### src/rtl/vec_mem_pkg.sv
// vec_mem_pkg: shared arbiter state encodings and owner constants for the native memory port
package vec_mem_pkg;
  typedef enum logic [2:0] {
    ST_IDLE,
    ST_GNT_CPU,
    ST_GNT_VEC,
    ST_ERR_CPU,
    ST_ERR_VEC
  } state_e;
  localparam logic OWNER_CPU = 1'b0;
  localparam logic OWNER_VEC = 1'b1;
  localparam int BURST_W = 4;
  localparam logic [BURST_W-1:0] BURST_MAX = '1;
endpackage

### src/rtl/vec_mem_rr_pick.sv
// vec_mem_rr_pick: combinational winner select (cpu_valid, vec_valid, last, fresh, burst_cnt -> any, winner)
module vec_mem_rr_pick
  import vec_mem_pkg::*;
#(
  parameter int VEC_BURST = 4,
  parameter bit CPU_FIRST = 1'b1
) (
  input  logic               cpu_valid,
  input  logic               vec_valid,
  input  logic               last,
  input  logic               fresh,
  input  logic [BURST_W-1:0] burst_cnt,
  output logic               any,
  output logic               winner
);
  assign any = cpu_valid | vec_valid;
  // fresh covers the first contested pick after reset, where last alone cannot express CPU_FIRST
  always_comb
    winner = !cpu_valid ? OWNER_VEC :
             !vec_valid ? OWNER_CPU :
             fresh ? (CPU_FIRST ? OWNER_CPU : OWNER_VEC) :
             (last == OWNER_VEC) ? (burst_cnt < BURST_W'(VEC_BURST)) : OWNER_VEC;
endmodule

### src/rtl/picorv32_vec_mem_arbiter.sv
// picorv32_vec_mem_arbiter: shares one native memory port between cpu and vec, with bounded vec bursts and out-of-window error completion
// ports: clk/resetn; cpu_mem_* and vec_mem_* requester sides; mem_* downstream side; mem_owner debug; addr_err pulse
module picorv32_vec_mem_arbiter
  import vec_mem_pkg::*;
#(
  parameter int ADDR_LIMIT = 1024,
  parameter int VEC_BURST  = 4,
  parameter bit CPU_FIRST  = 1'b1
) (
  input  logic        clk,
  input  logic        resetn,
  input  logic        cpu_mem_valid,
  input  logic [31:0] cpu_mem_addr,
  input  logic [31:0] cpu_mem_wdata,
  input  logic [3:0]  cpu_mem_wstrb,
  output logic        cpu_mem_ready,
  output logic [31:0] cpu_mem_rdata,
  input  logic        vec_mem_valid,
  input  logic [31:0] vec_mem_addr,
  input  logic [31:0] vec_mem_wdata,
  input  logic [3:0]  vec_mem_wstrb,
  output logic        vec_mem_ready,
  output logic [31:0] vec_mem_rdata,
  output logic        mem_valid,
  output logic [31:0] mem_addr,
  output logic [31:0] mem_wdata,
  output logic [3:0]  mem_wstrb,
  input  logic        mem_ready,
  input  logic [31:0] mem_rdata,
  output logic        mem_owner,
  output logic        addr_err
);
  localparam logic [31:0] LIMIT = ADDR_LIMIT;
  state_e state_q, state_d;
  logic last_q, last_d, owner_q, owner_d, fresh_q, fresh_d;
  logic [BURST_W-1:0] burst_q, burst_d;
  logic any, winner, oor, start;
  logic gnt_cpu, gnt_vec, err_cpu, err_vec, cpu_done, vec_done;
  vec_mem_rr_pick #(.VEC_BURST(VEC_BURST), .CPU_FIRST(CPU_FIRST)) u_pick (
    .cpu_valid(cpu_mem_valid),
    .vec_valid(vec_mem_valid),
    .last     (last_q),
    .fresh    (fresh_q),
    .burst_cnt(burst_q),
    .any      (any),
    .winner   (winner)
  );
  always_comb begin
    gnt_cpu  = state_q == ST_GNT_CPU;
    gnt_vec  = state_q == ST_GNT_VEC;
    err_cpu  = state_q == ST_ERR_CPU;
    err_vec  = state_q == ST_ERR_VEC;
    cpu_done = (gnt_cpu & mem_ready) | err_cpu;
    vec_done = (gnt_vec & mem_ready) | err_vec;
    oor      = (winner ? vec_mem_addr : cpu_mem_addr) >= LIMIT;
    start    = (state_q == ST_IDLE) & any;
    state_d  = state_q == ST_IDLE ?
                 (!any ? ST_IDLE :
                  winner ? (oor ? ST_ERR_VEC : ST_GNT_VEC) : (oor ? ST_ERR_CPU : ST_GNT_CPU)) :
               (cpu_done | vec_done) ? ST_IDLE : state_q;
    last_d   = start ? winner : last_q;
    owner_d  = start ? winner : owner_q;
    fresh_d  = start ? 1'b0 : fresh_q;
    burst_d  = cpu_done ? '0 :
               vec_done ? (burst_q == BURST_MAX ? burst_q : burst_q + 1'b1) : burst_q;
  end
  always_ff @(posedge clk or negedge resetn)
    if (!resetn) begin
      state_q <= ST_IDLE;
      last_q  <= CPU_FIRST ? OWNER_CPU : OWNER_VEC;
      owner_q <= OWNER_CPU;
      fresh_q <= 1'b1;
      burst_q <= '0;
    end else begin
      state_q <= state_d;
      last_q  <= last_d;
      owner_q <= owner_d;
      fresh_q <= fresh_d;
      burst_q <= burst_d;
    end
  // outputs decode straight from state so reset forces them low immediately
  always_comb begin
    mem_valid     = gnt_cpu | gnt_vec;
    mem_addr      = gnt_vec ? vec_mem_addr  : gnt_cpu ? cpu_mem_addr  : '0;
    mem_wdata     = gnt_vec ? vec_mem_wdata : gnt_cpu ? cpu_mem_wdata : '0;
    mem_wstrb     = gnt_vec ? vec_mem_wstrb : gnt_cpu ? cpu_mem_wstrb : '0;
    cpu_mem_ready = cpu_done;
    vec_mem_ready = vec_done;
    cpu_mem_rdata = (gnt_cpu & mem_ready) ? mem_rdata : '0;
    vec_mem_rdata = (gnt_vec & mem_ready) ? mem_rdata : '0;
    addr_err      = err_cpu | err_vec;
    mem_owner     = owner_q;
  end
endmodule

### config.mk
export PLATFORM = sky130hd
export DESIGN_NAME = picorv32_vec_mem_arbiter
export DESIGN_NICKNAME = d
export VERILOG_FILES = /design/src/rtl/vec_mem_pkg.sv /design/src/rtl/vec_mem_rr_pick.sv /design/src/rtl/picorv32_vec_mem_arbiter.sv
export SDC_FILE = /design/constraint.sdc
export NUM_CORES = 1
export LEC_CHECK = 0
export BUFFER_PORTS_ARGS = -buffer_cell sky130_fd_sc_hd__buf_2
export CAP_MARGIN = 10
export CORE_AREA = 2 2 120 122
export DETAILED_ROUTE_END_ITERATION = 8
export DIE_AREA = 0 0 122 124
export PLACE_DENSITY = 0.47
export SYNTH_ARGS = -nofsm -noshare
export SYNTH_HDL_FRONTEND = slang
export SYNTH_SLANG_ARGS = --single-unit
### constraint.sdc
create_clock -name clk -period 1.3 [get_ports clk]
set_input_delay 0.195 -clock clk [delete_from_list [all_inputs] [get_ports clk]]
set_output_delay 0.195 -clock clk [all_outputs]
set_load 0.03 [all_outputs]
# Yosys cells after proc, flatten, opt, wreduce, memory -nomap -nowiden
# Index checks and enable logic that the tools add are counted.
dict set report word_totals {
  out_inout_bits 137
  regBits 9
}
dict set report classes {
  bitwise 9
  n_eq_ne 6
  add_sub_neg 1
  order_cmp 2
  muxes 22
  reduce_logical 4
}
# cell count
set op_table {}
lappend op_table {{32-bit two-way mux} 7}
lappend op_table {{32-bit by 11-bit greater-or-equal comparator with 1-bit output, second input constant} 1}
lappend op_table {{4-bit two-way mux} 5}
lappend op_table {{3-bit two-way mux} 5}
lappend op_table {{3-bit by 2-bit == test with 1-bit output, second input constant} 2}
lappend op_table {{1-bit OR} 6}
lappend op_table {{4-bit by 1-bit adder with 4-bit output, second input constant} 1}
lappend op_table {{4-bit == test, second input constant} 1}
lappend op_table {{4-bit by 3-bit less-than comparator with 1-bit output, second input constant} 1}
lappend op_table {{1-bit two-way mux} 4}
lappend op_table {{2-bit nonzero test} 2}
lappend op_table {{1-bit AND} 3}
lappend op_table {{3-bit by 1-bit == test with 1-bit output, second input constant} 1}
lappend op_table {{3-bit == test, second input constant} 1}
lappend op_table {{3-bit zero test} 1}
lappend op_table {{2-bit two-way mux} 1}
lappend op_table {{2-bit inequality test, second input constant} 1}
lappend op_table {{2-bit AND reduction} 1}

# Longest topological paths before layout
dict set report logic_depth {
  ltp_word 11
  ltp_mapped 7
  mapped_depth_nobuf 7
}

# Modules after synthesis
# From an unflattened synthesis, not the netlist that was laid out.
dict set report hier_totals {
  hier_cells 237
  area_unflattened_um2 1804.2
}
# mod seq_area_each_um2 area_each_um2 n_inst cells_each
set modules_own_cells {}
lappend modules_own_cells {picorv32_vec_mem_arbiter 226.5 1775.5 1 233}
lappend modules_own_cells {vec_mem_rr_pick 0.0 28.8 1 4}

# Worst setup path before layout
# No wires, ideal clock.
dict set report synth_timing {
  kind {register to output}
  from {register state_q[2]}
  to {output port cpu_mem_rdata[10]}
  arrival_ns 1.410
  stages_incl_launch_ff 7
  path_slack_ns -0.305
  path_buffers 3
  required_time_ns 1.105
  path_cell_list {dfrtp_1 -> buf_2 -> nand2b_4 -> nor2_1 -> buf_2 -> clkbuf_2 -> and3_1}
}
dict set report synth_via {
  elab_chain_len 3
}
# element line_no
set synth_lines {}
lappend synth_lines {{start, declared} picorv32_vec_mem_arbiter.sv:34} ;# state_e state_q, state_d;
lappend synth_lines {{start signal, assigned} picorv32_vec_mem_arbiter.sv:75} ;# state_q <= state_d;
lappend synth_lines {{3-bit by 1-bit == test with 1-bit output} picorv32_vec_mem_arbiter.sv:49} ;# gnt_cpu = state_q == ST_GNT_CPU;
lappend synth_lines {{1-bit AND} picorv32_vec_mem_arbiter.sv:89} ;# cpu_mem_rdata = (gnt_cpu & mem_ready) ? mem_rdata : '0;
lappend synth_lines {{32-bit two-way mux} picorv32_vec_mem_arbiter.sv:89}
lappend synth_lines {{end, declared} picorv32_vec_mem_arbiter.sv:17} ;# output logic [31:0] cpu_mem_rdata,
# No other way between the ends.

# Worst setup path after layout
dict set report layout_timing {
  from {register state_q[2]}
  to {output port cpu_mem_rdata[22]}
}
# The elaborated chain is that of the path after synthesis.

==> flow_summary.json <==
{
  "status": "complete, but fails checks",
  "violations": "negative setup slack",
  "finalPower_mw": 10.91,
  "hold_class": "in2reg",
  "fill_cells": 1330,
  "tightest_slew_ps": 332.1,
  "async_reset_ff_share_pct": 100.0,
  "routed_wl_um": 12780,
  "cts.sinks": 9,
  "first_global_vias": 3325,
  "coreArea_sq_um": 13720,
  "dieArea_sq_um": 15130,
  "synth_ff_type": "dfrtp_1",
  "fin_crit_sh_pct": 140.5,
  "grt_max_degree": 35,
  "max_cap_viol_count": 0,
  "yosysMostFrequentCell": "a22o_1",
  "routed_via_density": 4.395,
  "cts-root-buf": "clkbuf_16",
  "syn-cell-area_sq_um": 1762,
  "antenna_found_initial": 0,
  "ys_seq_elements": 9,
  "synth_fp_nets": 406,
  "critPathKind": "reg2out",
  "area_delta_synth_final_pct": 221.9,
  "cp-start-kind": "register",
  "detail_route.wl_per_cell_um": 16.49,
  "synth_area_leaders": "a22o_1, and2_1, and3_1",
  "synth_common_cells": "a22o_1, and2_1, and3_1",
  "synth_top_area_share_pct": 33.81,
  "drc": 0,
  "yosysUniqueCellTypes": 35,
  "hp-start": "cpu_mem_valid",
  "clk_latency_ps": 240,
  "die_width_um": 122,
  "yosys.area.top_type": "a22o_1",
  "drive_gt1_share_pct": 92.44,
  "nets": 771,
  "regToRegStartpoint": "state_q[1]",
  "required_ps": 1110,
  "vias": 3406,
  "dp_hpwl_um": 9876,
  "rsz0062_at_grt": "yes",
  "port_buffers": 309,
  "p_comb_share_pct": 89.9,
  "final_area_sq_um": 5670,
  "slew-limit-headroom_pct": 77.66,
  "grt_first_pass_wirelength_um": 16820,
  "final.setup.worst_slack_ps": -527.1,
  "ant_nets": 0,
  "clock_skew_ps": 1.372,
  "leakagePower_nw": 2.926,
  "sw_frac_of_total_pct": 47.74,
  "antenna_cells": 0,
  "pin_count": 310,
  "timing.final.max_slew_violations": 0,
  "place_ws_ps": -563.2,
  "die_h_um": 124,
  "period_needed_ps": 1827,
  "finalHoldViolations": 0,
  "cp-startpoint": "state_q[2]",
  "holdWs_ps": 264.7,
  "cts_htree_levels": 1,
  "power_frac_clock_pct": 5.1,
  "avgSynthCellArea_sq_um": 7.626,
  "finalWeightedCongestion": 0.8732,
  "drt-initial-drc-count": 90,
  "cts_inserted_buffers": 3,
  "internal_power_mw": 5.701,
  "initial_core_util_pct": 12.84,
  "gr-total-overflow": 0,
  "fmax_mhz": 547.3,
  "final-setup-viol-count": 142,
  "cp_max_fo": 23,
  "power.switching_mw": 5.208,
  "placementRows": 43,
  "synth_edf_count": 0,
  "dr.pass1.iters": 4,
  "cts.clk_slew.worst_paths_ps": 40,
  "cts_tree": "yes",
  "cellPowerDensity_nw_per_um2": 1924,
  "final_util_pct": 41.33,
  "seq_power_share_pct": 5.0,
  "placed_area_sq_um": 4524,
  "grt_usage_pct": 13.83,
  "end_kind": "output pin",
  "yosysWarnings": 0,
  "irDropWorstVdd_mv": 1.106,
  "synthCells": 231,
  "yosysSeqAreaShare_pct": 12.86,
  "arrival_ps": 1630,
  "clk_path_buf_depth": 2
}
==> kinds of logic (layout without fill, tap and decap cells) <==
logic type | Yosys count | count (layout) | share of synthesized area (%)
muxes | 1 | 1 | 0.5682
DFF | 9 | 9 | 12.86
and+or+nand+nor | 107 | 107 | 37.29
xor gates and xnor gates | 1 | 1 | 0.4972
AOI/OAI and AO/OA | 81 | 81 | 38.00
buffers and inverters | 30 | 394 | 9.375
adders and majority gates | 2 | 2 | 1.420
==> final timing paths <==
path / endpoint / slack [ps] / cells past startpoint
hold reg to reg: fresh_q / 470 / 2
min in group asynchronous: state_q[2] / 340 / 2
hold / removal: fresh_q / 260 / 3
setup / recovery: cpu_mem_rdata[22] / -530 / 6
setup reg to reg: burst_q[0] / -370 / 8
max in group asynchronous: fresh_q / 720 / 2
==> sequential cells by signal, indices dropped and copies added, names as in the netlist <==
register / cells
burst_q: 4
fresh_q: 1
state_q: 3
mem_owner: 1
==> stage by stage <==
stage               std cells  TNS, ps
finish                    775   -64530
global route              775   -73420
detailed placement        760   -42240
floorplan                 231   -15190
global placement          760   -39290
CTS                       770   -70840
==> area by class of cell <==
type | instances | area (sq um) | share of cell area, %
Timing Repair Buffer | 387 | 3074 | 54.21
Multi-Input combinational cell | 192 | 2048 | 36.12
Sequential cell | 9 | 231.5 | 4.082
Tap cell | 180 | 225.2 | 3.972
Clock buffer | 3 | 75.07 | 1.324
Inverter | 3 | 11.26 | 0.1986
Clock inverter | 1 | 5.005 | 0.08826
==> critical path: stages (launching register included) <==
cell	delay, ps
dfrtp_2	430
nand2b_4	160
nor2_4	150
buf_4	150
buf_12	150
and3_4	180
buf_4	150
==> power groups by stage <==
stage	clock network [mW]	logic (mW)	registers, mW
final	0.552	9.81	0.546
after global routing	0.585	10.3	0.564
after CTS	0.561	9.28	0.538
after detailed placement	0	7.77	0.536
after global placement	0	7.75	0.522
after floorplan	0	5.58	0.490
==> what timing repair did <==
action	CTS	global route
setup buffers	4	5
pin swaps	7	17
hold buffers	1	0
gates cloned	1	3
resized for setup	187	121
hold endpoints to repair	8	0
setup endpoints to repair	143	144
==> layout by cell type (no fill, tap or decap), drive strengths merged, types with 3 or more instances in the layout <==
master,instances
nor3,3
nor2,8
buf,369
nand2,9
and3,32
nand3,3
clkbuf,20
a22o,68
dfrtp,8
nor4,10
inv,3
a21oi,3
o21ai,6
and2,32
==> per-layer routing <==
metal,wire (um),global-route usage (%),part of all wire [%]
met1,4843,16.56,38
met4,162,3.376,1.3
met2,6814,25.70,53
met5,0,0,0
met3,959,2.198,7.5
Power figures use the tool's default switching activity.
